[config.mk]
export PLATFORM = sky130hd
export DESIGN_NAME = asmd_booth_multiplier
export DESIGN_NICKNAME = d
export VERILOG_FILES = /design/src/rtl/asmd_booth_multiplier.sv
export SDC_FILE = /design/constraint.sdc
export NUM_CORES = 1
export LEC_CHECK = 0
export ABC_CLOCK_PERIOD_IN_PS = 2800
export CORE_MARGIN = 2
export CORE_UTILIZATION = 40
export DETAILED_ROUTE_END_ITERATION = 12
export SYNTH_ARGS = -nofsm -noshare
export SYNTH_HDL_FRONTEND = slang
export SYNTH_SLANG_ARGS = --single-unit
[constraint.sdc]
create_clock -name clk -period 2.8 [get_ports clk]
set_input_delay 0.28 -clock clk [delete_from_list [all_inputs] [get_ports clk]]
set_output_delay 0.28 -clock clk [all_outputs]
set_load 0.01 [all_outputs]
[src/rtl/asmd_booth_multiplier.sv]
// Sequential radix-2 Booth multiplier (ASMD controller + datapath) for signed or
// unsigned W-bit operands; W+1 iterations per product with a start/ready/done handshake.
module asmd_booth_multiplier #(
   parameter int word_length = 4
) (
   input  logic                       clk,
   input  logic                       reset,
   input  logic                       start,
   input  logic                       signed_mode,
   input  logic [word_length-1:0]     word0,
   input  logic [word_length-1:0]     word1,
   output logic [2*word_length-1:0]   product,
   output logic                       ready,
   output logic                       done
);

   localparam int W     = word_length;
   localparam int CNT_W = $clog2(W + 2);

   typedef enum logic [1:0] {IDLE, BUSY, DONE} state_t;

   state_t           state, state_nxt;
   logic [W+1:0]     acc, acc_nxt, addend, sum;
   logic [W:0]       mcand, mq, mq_nxt;
   logic             q_m1, q_m1_nxt;
   logic [CNT_W-1:0] cnt;
   logic             load, last;

   // NOTE: every signal driven here gets a default first, so no path leaves a latch behind.
   always_comb begin
      state_nxt = state;
      ready     = 1'b0;
      done      = 1'b0;
      load      = 1'b0;
      last      = (cnt == CNT_W'(1));
      case (state)
         IDLE: begin
            ready = 1'b1;
            if (start) begin
               load      = 1'b1;
               state_nxt = BUSY;
            end
         end
         BUSY: begin
            if (last) state_nxt = DONE;
         end
         DONE: begin
            ready = 1'b1;
            done  = 1'b1;
            load  = start;
            state_nxt = start ? BUSY : IDLE;
         end
         default: state_nxt = IDLE;
      endcase
   end

   // One Booth step: conditional add/subtract of the sign-extended multiplicand,
   // then arithmetic shift of {acc, mq, q_m1}.
   always_comb begin
      addend = {mcand[W], mcand};
      case ({mq[0], q_m1})
         2'b01:   sum = acc + addend;
         2'b10:   sum = acc - addend;
         default: sum = acc;
      endcase
      acc_nxt  = {sum[W+1], sum[W+1:1]};
      mq_nxt   = {sum[0], mq[W:1]};
      q_m1_nxt = mq[0];
   end

   // NOTE: sequential state uses non-blocking assignments so every register samples pre-edge values.
   always_ff @(posedge clk) begin
      if (reset) state <= IDLE;
      else       state <= state_nxt;
   end

   always_ff @(posedge clk) begin
      if (reset) begin
         acc     <= '0;
         mq      <= '0;
         mcand   <= '0;
         q_m1    <= 1'b0;
         cnt     <= '0;
         product <= '0;
      end else if (load) begin
         mcand <= {signed_mode & word0[W-1], word0};
         mq    <= {signed_mode & word1[W-1], word1};
         acc   <= '0;
         q_m1  <= 1'b0;
         cnt   <= CNT_W'(W + 1);
      end else if (state == BUSY) begin
         acc  <= acc_nxt;
         mq   <= mq_nxt;
         q_m1 <= q_m1_nxt;
         cnt  <= cnt - CNT_W'(1);
         // Low 2W bits of the 2(W+1)-bit result are exact in both modes.
         if (last) product <= {acc_nxt[W-2:0], mq_nxt};
      end
   end

endmodule

[Yosys cells after proc, flatten, opt, wreduce, memory -nomap -nowiden]
Cells that the tools add are included.
Word-level totals
  register bits: 29
  bits in latches: 0
  memory bits (writable): 0
  memory bits (read-only): 0
  output and inout port bits: 10
  logic and storage cells: 40
  memories: 0
Operators by class
  add/subtract/negate cells: 3
  multiply operators: 0
  divide/modulo/power cells: 0
  magnitude comparators: 0
  eq/ne operators: 7
  shift operators: 0
  mux-type cells: 13
  bitwise logic cells: 3
  reductions and logical operators: 6
Operators by type and width (number)
  $pmux 6 s2: 1
  $mux 5: 2
  $add 5x5->6: 1
  $mux 3: 2
  $pmux 2 s3: 1
  $sub 5x5->6: 1
  $eq 2x1->1 const B: 2
  $eq 2x2->1 const B: 2
  $mux 1: 4
  $mux 2: 2
  $ne 2x2->1 const B: 2
  $reduce_or 2->1: 2
  $eq 3x1->1 const B: 1
  $reduce_and 3->1: 1
  $sub 3x1->3 const B: 1
  $and 1x1->1: 2
  $logic_not 2->1: 1
  $pmux 1 s2: 1
  $reduce_and 2->1: 1
  $reduce_bool 2->1: 1
  $not 1->1: 1

[Longest topological paths before layout]
  depth after elaboration: 4
  depth in mapped cells: 10

[Worst setup path after synthesis]
No wires, ideal clock.
  kind: register -> register
  start point: register mcand[0]
  end point: register, netlist name acc[4]
  library setup time: 123 ps
  arrival time: 2025 ps
  required time: 2677 ps
  slack: 652 ps
  stages on the path, launching flop included: 10
  path buffers: 0
  period minus slack after synthesis: 2148 ps
  path through: dfxtp_1 -> inv_1 -> ha_1 -> mux2i_1 -> ha_1 -> nor2b_1 -> o2111ai_1 -> a211o_1 -> nand4_1 -> mux2_1
On the way
  cells in the longest elaborated chain, start to end: 2
  elaborated cells between the ends (all ways): 3
  those cells by class: add/sub (2); mux (1)
RTL lines
  start, declared: RTL line 24  | logic [W:0] mcand, mq, mq_nxt;
  start signal, assigned: RTL line 86  | mcand <= {signed_mode & word0[W-1], word0};
  $sub 5x5->6 / $add 5x5->6 (equally long branches): RTL line 63, 62
  $pmux 6 s2 *: RTL line 61  | case ({mq[0], q_m1})
Mark *: on every way between the ends. The rest lies on a longest branch, timed or not.
A chain may end at the register's enable or synchronous reset.

[Worst setup path in the final report]
  start point: register mcand[1]
  end point: register, netlist name acc[4]
On the way
  cells in the longest elaborated chain, start to end: 2
  elaborated cells between the ends (all ways): 3
  those cells by class: add/sub (2); mux (1)
RTL lines (RTL line)
  $sub 5x5->6 / $add 5x5->6 (equally long branches): 63, 62
  $pmux 6 s2 *: 61
Marked as above.

==> run_results.csv <==
group,metric,value,unit
status,status,"finished clean",
synth,ys.flop_type,"dfxtp_1",
sta,drv_slew,0,
critical_path,reg2regPathDepth,9,
power_and_ir_drop,clockPowerShare,33.0,%
critical_path,crit_chain,"inv_1 > ha_1 > mux2i_1 > ha_1 > nor2b_1 > o2111ai_1 > a211o_1 > nand4_1 > mux2_1",
routing,dr_wl_met2,1.54,mm
clock_network,clkTransAtPathRegs,60,ps
placement,dp_slack,503,ps
worst_hold_path,worstHoldStart,"product[6]$_SDFFE_PP0P_",
synth,synth_edf_count,0,
synth,synth_cell_type_count,38,
clock_network,worstSkewPairLatency,280,ps
sta,max_clock_freq,0.439,GHz
critical_path,r2r_start,"mcand[1]$_SDFFE_PP0P_",
routing,drc,0,
power_and_ir_drop,irDropWorstVdd,0.289,mV
finish,final_area,1820,um2
synth,synth_area_leaders,"dfxtp_1 39%, nand2_1 8.7%, a21oi_1 8.5%",
die,ioPinCount,22,
routing,detail_route.wirelength.met1,1.56,mm
sta,finalSetupViolations,0,
sta,min_period_over_period,81.3,%
sta,slew_headroom,78.1,%
routing,vias,1283,
placement,dp.final_hpwl,2.41,mm
routing,drt_first_pass_iters,4,
finish,fin_nets,225,
finish,stdcell_count,251,
finish,final_layout_size_suffix_gt1_share,6.90,%
routing,routed_wl,3.26,mm
die,die_x,64.7,um
grt,grt_pass1_vias,1358,
critical_path,end_kind,"flip-flop",
grt,grt_start_max_net_pins,25,
power_and_ir_drop,p_leak,0.000674,uW
critical_path,crit_slowest_cell,"dfxtp_1",
critical_path,worstReg2RegEnd,"acc[4]$_SDFFE_PP0P_",
synth,ys_warn_count,0,
critical_path,critPathArrivalTime,2440,ps
finish,fillers,354,
critical_path,crit_path_frequent_cell,"ha_1",
clock_network,cts_hold_buf,0,
critical_path,max_stage_delay,380,ps
clock_network,cts_made_buffers,5,
synth,synth_nets,200,
die,die_height,64.7,um
placement,port_buffers,21,
finish,antenna_cells,0,
die,core_area,3610,um2
power_and_ir_drop,p_seq_share,44.2,%
synth,synthArstFlopShare,0,%
sta,rsz0062_at_grt,"false",
routing,first_iter_violations,77,
die,rows,22,
sta,hold_ws,451,ps
synth,synthCells,178,
clock_network,cts_num_sinks,29,
power_and_ir_drop,swShare,28.3,%
power_and_ir_drop,power_density,564,nW/um2
power_and_ir_drop,combinationalPowerShare,22.8,%
routing,post_drt_wl_per_cell,13.0,um
synth,yosysTopAreaCell,"dfxtp_1",
routing,ant_nets,0,
clock_network,cts_tree,"done",
clock_network,h-tree-depth,2,
sta,clock_skew,7.75,ps
sta,hold_viol,0,
die,design.die.area,4190,um2
clock_network,cts.repair.resized,0,
critical_path,cp.required,2970,ps
clock_network,cts_buffer_depth,2,
synth,yosysTopAreaCellShare,39.4,%
routing,wl_met3,93,um
clock_network,root_buffer,"clkbuf_8",
clock_network,postCtsSetupRepairBufs,0,
grt,grt_pass1_wl,5.91,mm
flow_run,cap_viol_max_count,0,
synth,synth_area_per_cell,8.29,um2
synth,synth-seq-cells,29,
grt,grt_overflow,0,
worst_hold_path,hp-class,"flip-flop to flip-flop",
critical_path,cp-start-kind,"flip-flop",
sta,worst_pin_slew,328,ps
power_and_ir_drop,p_int,738,uW
sta,finalWorstSetupSlack,523,ps
critical_path,worstSetupPathType,"flip-flop to flip-flop",
placement,place_congestion,0.737,
power_and_ir_drop,switching_power,291,uW
synth,netlist_area,1480,um2
worst_hold_path,hold_end,"product[6]$_SDFFE_PP0P_",
routing,via_per_inst,5.11,
critical_path,rrSetupSlack,520,ps
routing,highest_layer,"met4",
placement,dpl_cell_area,1740,um2
finish,layout_commonest_cell,"nand2_1",
synth,seq_area_frac_synth,39.4,%
placement,dpl.cell_count,244,
grt,antenna_found_initial,0,
die,initial_utilization,40.9,%
grt,track_usage,18.2,%
sta,final.min_clock_period,2280,ps
sta,tns,0,ps
finish,final_cell_mix,"34 x nand2_1, 29 x dfxtp_1, 25 x a21oi_1",
worst_hold_path,hold_depth,2,
critical_path,crit_path_max_fanout,4,
finish,syn_to_final_growth,23.7,%
==> metal layers <==
| metal | track usage, % | vias to the layer above |
|---|---|---|
| met5 | 0 | - |
| met4 | 6.38 | 0 |
| met3 | 5.03 | 7 |
| met2 | 30.4 | 21 |
| met1 | 22.4 | 597 |
| li1 | - | 658 |
==> cell usage after synthesis, types with 2 or more instances <==
library cell	count
clkbuf_1	2
nand2_1	34
nand2b_1	3
nor2_1	12
mux2i_1	4
a211oi_1	5
dfxtp_1	29
nor2b_1	3
buf_2	3
inv_1	11
a22oi_1	4
nand3_1	3
a21o_1	2
a21oi_1	25
ha_1	9
xnor2_1	5
nor3_1	2
o21ai_0	2
==> logic make-up (layout without fill, tap and decap cells) <==
kind of cell               after synthesis  in the layout  synth area share, %
and+or+nand+nor                         64             64                 20.2
AOI/OAI and AO/OA                       47             47                 19.8
DFF                                     29             29                 39.4
buffers and inverters                   17             42                 4.58
adders and majority gates               10             10                 8.99
xor gates and xnor gates                 6              6                 3.56
muxes                                    5              5                 3.48
==> power groups by stage <==
stage	Clock, uW	Sequential (uW)	Combinational (uW)
finish	340	455	235
global route	366	458	263
CTS	347	455	236
detailed placement	0	464	233
global placement	0	463	229
floorplan	0	460	170
==> registers in the layout (all words and copies together) (netlist names) <==
register  cells
mq            5
state         2
cnt           3
q_m1          1
product       8
acc           5
mcand         5
==> area by class of cell <==
type                    count  area, um2  share of cell area (%)
inverters                  12       45.0                    2.47
flip-flops and latches     29        581                    31.8
multi-input cells         132        827                    45.3
clock buffers               7       86.3                    4.73
repair buffers             23        225                    12.3
well taps                  48       60.1                    3.29
==> worst max-delay path, delay by kind of cell (launching register included) <==
kind,cells,cell delay (ps)
buffers and inverters,1,90
AO/OA/AOI/OAI,2,450
adder cells (fa/ha/maj),2,570
flip-flops,1,380
AND/OR/NAND/NOR,2,260
multiplexers,2,410
==> metrics by stage <==
stage | power (uW) | utilization, %
after global routing | 1090 | 50.6
after floorplan | 630 | -
after detailed placement | 697 | 48.2
final | 1030 | 50.6
after CTS | 1040 | 50.6
after global placement | 691 | 48.2
==> how the worst max path moves through the flow <==
| stage | startpoint | cells past startpoint | end |
|---|---|---|---|
| floorplan | mcand[0]$_SDFFE_PP0P_ | 9 | acc[4]$_SDFFE_PP0P_ |
| global placement | mcand[0]$_SDFFE_PP0P_ | 9 | acc[4]$_SDFFE_PP0P_ |
| detailed placement | mq[0]$_SDFFE_PP0P_ | 8 | acc[4]$_SDFFE_PP0P_ |
| CTS | mcand[1]$_SDFFE_PP0P_ | 9 | acc[4]$_SDFFE_PP0P_ |
| global route | mq[0]$_SDFFE_PP0P_ | 8 | acc[4]$_SDFFE_PP0P_ |
| finish | mcand[1]$_SDFFE_PP0P_ | 9 | acc[4]$_SDFFE_PP0P_ |
(Power assumes the default switching activity.)
